**src/rtl/fir_ctrl_pkg.sv**
```systemverilog
// Shared types and width helpers for the FIR coefficient controller.
// Imported by the controller, the coefficient bank and the bench.
package fir_ctrl_pkg;

    typedef enum logic [1:0] {
        IDLE,
        LOAD,
        ARMED
    } fir_ctrl_state_t;

    // The index must be able to hold NUM_COEFFS itself, one past the last tap
    function automatic int idx_width(input int num_coeffs);
        return $clog2(num_coeffs + 1);
    endfunction

    // A single-tap filter has nothing to settle, but the counter still needs one bit
    function automatic int settle_width(input int num_coeffs);
        return (num_coeffs > 1) ? $clog2(num_coeffs) : 1;
    endfunction

endpackage

```
**src/rtl/fir_coeff_ctrl_if.sv**
```systemverilog
// Load/commit bus between the coefficient source, the FIR and fir_coeff_ctrl.
// The master drives the coefficient stream; the slave is the controller.
interface fir_coeff_ctrl_if #(
    parameter int NUM_COEFFS  = 64,
    parameter int COEFF_WIDTH = 16
);
    logic                                load_start;
    logic signed [COEFF_WIDTH-1:0]       coeff_wr_data;
    logic                                coeff_wr_valid;
    logic                                coeff_wr_ready;
    logic                                sample_tick;
    logic [NUM_COEFFS*COEFF_WIDTH-1:0]   coeffs;
    logic                                armed;
    logic                                swap_pulse;
    logic                                settling;

    modport master (
        output load_start, coeff_wr_data, coeff_wr_valid, sample_tick,
        input  coeff_wr_ready, coeffs, armed, swap_pulse, settling
    );

    modport slave (
        input  load_start, coeff_wr_data, coeff_wr_valid, sample_tick,
        output coeff_wr_ready, coeffs, armed, swap_pulse, settling
    );
endinterface

```
**src/rtl/fir_coeff_bank.sv**
```systemverilog
// Shadow and active coefficient register arrays for the FIR.
// The shadow bank takes single-tap writes; the active bank copies it whole on swap.
module fir_coeff_bank #(
    parameter int NUM_COEFFS  = 64,
    parameter int COEFF_WIDTH = 16,
    parameter int IDX_W       = 7
) (
    input  logic                              clk,
    input  logic                              rst,
    input  logic                              wr_en,
    input  logic [IDX_W-1:0]                  wr_idx,
    input  logic signed [COEFF_WIDTH-1:0]     wr_data,
    input  logic                              swap,
    output logic [NUM_COEFFS*COEFF_WIDTH-1:0] coeffs
);

    logic signed [COEFF_WIDTH-1:0] shadow_q [NUM_COEFFS];
    logic signed [COEFF_WIDTH-1:0] shadow_d [NUM_COEFFS];
    logic signed [COEFF_WIDTH-1:0] active_q [NUM_COEFFS];
    logic signed [COEFF_WIDTH-1:0] active_d [NUM_COEFFS];

    // Swap copies the shadow as it stood before this cycle's write, if any
    always_comb begin
        shadow_d = shadow_q;
        active_d = active_q;
        for (int i = 0; i < NUM_COEFFS; i++) begin
            if (wr_en && (wr_idx == IDX_W'(i))) begin
                shadow_d[i] = wr_data;
            end
        end
        if (swap) begin
            active_d = shadow_q;
        end
    end

    always_ff @(posedge clk) begin
        if (rst) begin
            for (int i = 0; i < NUM_COEFFS; i++) begin
                shadow_q[i] <= '0;
                active_q[i] <= '0;
            end
        end else begin
            shadow_q <= shadow_d;
            active_q <= active_d;
        end
    end

    always_comb begin
        coeffs = '0;
        for (int i = 0; i < NUM_COEFFS; i++) begin
            coeffs[i*COEFF_WIDTH +: COEFF_WIDTH] = active_q[i];
        end
    end

endmodule

```
**src/rtl/fir_coeff_ctrl.sv**
```systemverilog
// Coefficient load controller: streams taps into a shadow bank, commits them on a
// sample boundary and flags the window where the FIR pipeline still holds old products.
module fir_coeff_ctrl
    import fir_ctrl_pkg::*;
#(
    parameter int NUM_COEFFS  = 64,
    parameter int COEFF_WIDTH = 16
) (
    input  logic              clk,
    input  logic              rst,
    fir_coeff_ctrl_if.slave   bus
);

    localparam int IDX_W = idx_width(NUM_COEFFS);
    localparam int SET_W = settle_width(NUM_COEFFS);
    localparam logic [IDX_W-1:0] LAST_IDX      = IDX_W'(NUM_COEFFS - 1);
    localparam logic [SET_W-1:0] SETTLE_RELOAD = SET_W'(NUM_COEFFS - 1);

    fir_ctrl_state_t   state_q, state_d;
    logic [IDX_W-1:0]  idx_q, idx_d;
    logic [SET_W-1:0]  settle_cnt_q, settle_cnt_d;
    logic              swap_pulse_q, swap_pulse_d;
    logic              settling_q, settling_d;
    logic              bank_we;
    logic              bank_swap;

    always_ff @(posedge clk) begin
        if (rst) begin
            state_q      <= IDLE;
            idx_q        <= '0;
            settle_cnt_q <= '0;
            swap_pulse_q <= 1'b0;
            settling_q   <= 1'b0;
        end else begin
            state_q      <= state_d;
            idx_q        <= idx_d;
            settle_cnt_q <= settle_cnt_d;
            swap_pulse_q <= swap_pulse_d;
            settling_q   <= settling_d;
        end
    end

    // A restart beats a coincident write; a tick in ARMED beats a coincident restart
    always_comb begin
        state_d   = state_q;
        idx_d     = idx_q;
        bank_we   = 1'b0;
        bank_swap = 1'b0;
        case (state_q)
            IDLE: begin
                if (bus.load_start) begin
                    state_d = LOAD;
                    idx_d   = '0;
                end
            end
            LOAD: begin
                if (bus.load_start) begin
                    idx_d = '0;
                end else if (bus.coeff_wr_valid) begin
                    bank_we = 1'b1;
                    idx_d   = idx_q + IDX_W'(1);
                    if (idx_q == LAST_IDX) begin
                        state_d = ARMED;
                    end
                end
            end
            ARMED: begin
                if (bus.sample_tick) begin
                    bank_swap = 1'b1;
                    state_d   = IDLE;
                end else if (bus.load_start) begin
                    state_d = LOAD;
                    idx_d   = '0;
                end
            end
            default: begin
                state_d = IDLE;
            end
        endcase
    end

    // Products computed with old taps drain out over NUM_COEFFS-1 further samples
    always_comb begin
        settle_cnt_d = settle_cnt_q;
        swap_pulse_d = bank_swap;
        if (bank_swap) begin
            settle_cnt_d = SETTLE_RELOAD;
        end else if (bus.sample_tick && (settle_cnt_q != '0)) begin
            settle_cnt_d = settle_cnt_q - SET_W'(1);
        end
        settling_d = (settle_cnt_d != '0);
    end

    fir_coeff_bank #(
        .NUM_COEFFS  (NUM_COEFFS),
        .COEFF_WIDTH (COEFF_WIDTH),
        .IDX_W       (IDX_W)
    ) u_bank (
        .clk     (clk),
        .rst     (rst),
        .wr_en   (bank_we),
        .wr_idx  (idx_q),
        .wr_data (bus.coeff_wr_data),
        .swap    (bank_swap),
        .coeffs  (bus.coeffs)
    );

    assign bus.coeff_wr_ready = (state_q == LOAD);
    assign bus.armed          = (state_q == ARMED);
    assign bus.swap_pulse     = swap_pulse_q;
    assign bus.settling       = settling_q;

endmodule

```
**src/flat_wrapper.sv**
```systemverilog
// flat-port wrapper written by rule: the top's interface ports become plain ports
module fir_coeff_ctrl_flat import fir_ctrl_pkg::*;
#(
    parameter int NUM_COEFFS  = 64,
    parameter int COEFF_WIDTH = 16
)
  (clk, rst, bus_load_start, bus_coeff_wr_data, bus_coeff_wr_valid, bus_sample_tick, bus_coeff_wr_ready, bus_coeffs, bus_armed, bus_swap_pulse, bus_settling);
  fir_coeff_ctrl_if #(.NUM_COEFFS(NUM_COEFFS), .COEFF_WIDTH(COEFF_WIDTH)) bus_i ();
  input  logic clk;
  input  logic rst;
  input wire logic [$bits(bus_i.load_start)-1:0] bus_load_start;
  input wire logic [$bits(bus_i.coeff_wr_data)-1:0] bus_coeff_wr_data;
  input wire logic [$bits(bus_i.coeff_wr_valid)-1:0] bus_coeff_wr_valid;
  input wire logic [$bits(bus_i.sample_tick)-1:0] bus_sample_tick;
  output wire logic [$bits(bus_i.coeff_wr_ready)-1:0] bus_coeff_wr_ready;
  output wire logic [$bits(bus_i.coeffs)-1:0] bus_coeffs;
  output wire logic [$bits(bus_i.armed)-1:0] bus_armed;
  output wire logic [$bits(bus_i.swap_pulse)-1:0] bus_swap_pulse;
  output wire logic [$bits(bus_i.settling)-1:0] bus_settling;
  assign bus_i.load_start = bus_load_start;
  assign bus_i.coeff_wr_data = bus_coeff_wr_data;
  assign bus_i.coeff_wr_valid = bus_coeff_wr_valid;
  assign bus_i.sample_tick = bus_sample_tick;
  assign bus_coeff_wr_ready = bus_i.coeff_wr_ready;
  assign bus_coeffs = bus_i.coeffs;
  assign bus_armed = bus_i.armed;
  assign bus_swap_pulse = bus_i.swap_pulse;
  assign bus_settling = bus_i.settling;
  fir_coeff_ctrl #(.NUM_COEFFS(NUM_COEFFS), .COEFF_WIDTH(COEFF_WIDTH)) u_core (.clk(clk), .rst(rst), .bus(bus_i));
endmodule
```
**config.mk**
```make
export PLATFORM = sky130hd
export DESIGN_NAME = fir_coeff_ctrl_flat
export DESIGN_NICKNAME = d
export VERILOG_FILES = /design/src/rtl/fir_ctrl_pkg.sv /design/src/rtl/fir_coeff_ctrl_if.sv /design/src/rtl/fir_coeff_bank.sv /design/src/rtl/fir_coeff_ctrl.sv /design/src/flat_wrapper.sv
export SDC_FILE = /design/constraint.sdc
export NUM_CORES = 2
export LEC_CHECK = 0
export ABC_AREA = 1
export BUFFER_PORTS_ARGS = -buffer_cell sky130_fd_sc_hd__buf_2
export CELL_PAD_IN_SITES_DETAIL_PLACEMENT = 1
export CELL_PAD_IN_SITES_GLOBAL_PLACEMENT = 1
export CORE_MARGIN = 2
export CORE_UTILIZATION = 45
export DETAILED_ROUTE_END_ITERATION = 8
export GPL_TIMING_DRIVEN = 0
export MAX_ROUTING_LAYER = met4
export PLACE_DENSITY_LB_ADDON = 0.1
export SYNTH_ARGS = -nofsm -noshare
export SYNTH_HDL_FRONTEND = slang
export SYNTH_HIERARCHICAL = 1
export SYNTH_SLANG_ARGS = --single-unit
```
**constraint.sdc**
```tcl
create_clock -name clk -period 4.1 [get_ports clk]
set_clock_uncertainty 0.1 [all_clocks]
set_input_delay 1.23 -clock clk [delete_from_list [all_inputs] [get_ports clk]]
set_output_delay 1.23 -clock clk [all_outputs]
set_load 0.05 [all_outputs]
```
==> flow_summary_export.csv <==
group,metric,value,unit
run_status,status,"finished, violations left",
run_status,violations,"max-capacitance violations, max-slew violations",
critical_path,path_max_fanout,10,
cells_and_area,final_cell_mix,"nor2_1, dfxtp_1, buf_2",
yosys,ys_types,31,
place,dp_cells,13700,
detailed_routing,vias,78499,
global_route,grt_first_pass_wirelength,515000,um
critical_path,arrival,4730,ps
clock_network,cts_buffer_depth,3,
floorplanning,dieArea,0.173,mm2
yosys,ys_top_cells_by_area,"dfxtp_1, nor2_1, nand3_1",
yosys,ys_seq_area_frac,0.541,
sta,rsz0062_at_grt,"false",
sta,fin_crit,4020,ps
sta,maxSlewViolCount,116,
yosys,ys_warn_count,6,
clock_network,cts_buffers,214,
cells_and_area,area_delta_synth_final,20.5,%
clock_network,cts_resized,0,
global_route,grt_usage,0.414,
clock_network,cts_tree,"yes",
sta,slew_headroom,-0.0768,
detailed_routing,wl,362000,um
global_route,antenna_found_initial,23,
sta,tns,0,ps
clock_network,clock_sinks,2065,
clock_network,path_clk_slew,60,ps
global_route,grt_max_degree,17,
cells_and_area,nFillCells,21788,
cells_and_area,final_common_cell,"nor2_1",
clock_network,cts_setup_buffers,0,
yosys,synthesis.nets,10454,
critical_path,critPathKind,"in2reg",
cells_and_area,fin_util,0.544,
detailed_routing,viasPerCell,5.56,
worst_hold_path,min_path_cells,2,
clock_network,cts_max_level,4,
pwr,power.leakage,44.0,nW
detailed_routing,ant_nets,0,
global_route,grt_pass1_vias,78753,
clock_network,clockRootBuffer,"clkbuf_16",
pwr,powerDensity,498,mW/mm2
critical_path,reg2reg_depth,10,
floorplanning,start_util,0.452,
cells_and_area,final_nets,11723,
sta,hold_violations,0,
pwr,ir_drop,0.500,mV
yosys,synth_area_leader_cell,"dfxtp_1",
sta,setup_viol,0,
yosys,ys_ff_latch,2065,
floorplanning,die_h,416,um
critical_path,end_kind,"flop",
cells_and_area,drive_above_1_share,0.144,
run,cap_violations,12,
cells_and_area,stdcell_count,14109,
clock_network,clk_latency,870,ps
floorplanning,core,0.169,mm2
floorplanning,row_count,151,
sta,finalCritPeriodShare,0.981,
yosys,syn_area,0.0764,mm2
floorplanning,die_x,416,um
pwr,power,0.0459,W
detailed_routing,drt_iter0_markers,6346,
sta,tightest_slew,1620,ps
place,hpwl,265000,um
yosys,syn_inst,10430,
clock_network,cts_hold_buffers,0,
critical_path,required,4810,ps
yosys,synth.avg_cell_area,7.32,um2
sta,fmax,249,MHz
yosys,synth_top_area_share,0.541,
global_route,overflow,0,
detailed_routing,dr.pass1.iters,6,
place,portBuffers,1047,
detailed_routing,wl_per_cell,25.6,um
worst_hold_path,min_path_type,"reg2reg",
critical_path,crit_path_start_kind,"primary input",
place,gp_congestion,0.961,
detailed_routing,drc_errors,0,
floorplanning,pin_count,1049,
## power by group
group          internal (W)  leakage (nW)  switching (W)
sequential           0.0205          16.7       0.000359
clock                0.0122          3.72        0.00849
combinational      0.000835          23.6        0.00346
## path summary, 6_finish.rpt
check | from | to | slack [ps]
setup reg to reg | u_core/state_q[0] | u_core/u_bank/shadow_q[718] | 220
hold / removal | u_core/u_bank/shadow_q[100] | u_core/u_bank/coeffs[916] | 370
hold reg to reg | u_core/u_bank/shadow_q[100] | u_core/u_bank/coeffs[916] | 370
setup / recovery | bus_sample_tick | u_core/u_bank/coeffs[129] | 80
## state kept, by name, summed over array words and instances (netlist names)
register and count:
u_core/u_bank/coeffs 1024, u_core/state_q 2, u_core/idx_q 7, u_core/bus.swap_pulse 1, u_core/bus.settling 1, u_core/settle_cnt_q 6
u_core/u_bank/shadow_q 1024
## layout make-up
cell class                 instances  area (um2)  area share
antenna                           12        30.0    0.000326
buffer                           897        3710      0.0404
clock buffer                     319        6530      0.0709
clock inverter                    77         958      0.0104
inverter                         180         676     0.00734
multi-input combinational       7288       30700       0.333
sequential                      2065       41300       0.449
tap                             2218        2780      0.0301
timing repair buffer            1053        5350      0.0581
## stage by stage
stage	cell area, um2	worst slack, ps	hold WS, ps
2_1_floorplan	76400	1170	334
3_3_place_gp	84400	-754	344
3_5_place_dp	84500	-669	354
4_1_cts	92000	244	365
5_1_grt	92000	125	388
6_report	92100	78.3	367
## kinds of logic (layout without fill, tap and decap cells)
kind of cell	Yosys count	in the layout	synth area share
compound gates	1493	1493	0.0981
fa+ha+maj	3	3	0.000491
flops	2065	2065	0.541
other cells	0	12	0
buf+inv	1077	2526	0.0574
xor+xnor	2	2	0.000229
simple gates	5790	5790	0.303
## per-layer routing
layer	part of all wire	vias up	global-route usage
met3	0.072	1225	0.0790
li1	-	35813	-
met2	0.45	3238	0.650
met1	0.37	38223	0.447
met4	0.11	0	0.373
met5	0	-	-
## worst max-delay path: stages
cell and delay, ps:
buf_4 160, nand2_1 100, nor2_2 160, buf_2 540, buf_2 660, clkbuf_1 720
clkbuf_1 710, o21ai_0 250, nor2_1 130
## synthesized netlist by cell type, drive strengths merged
cell type  count
nand3       1049
nand4          1
clkinv         1
a21oi        462
a211oi         1
xnor2          1
buf          339
clkbuf       558
nand2       1141
ha             3
o21ai       1029
inv          179
nand3b         2
nor2        3595
or2            1
dfxtp       2065
xor2           1
nor3           1
a31oi          1
Note: power is estimated with default switching activity, not from simulation.
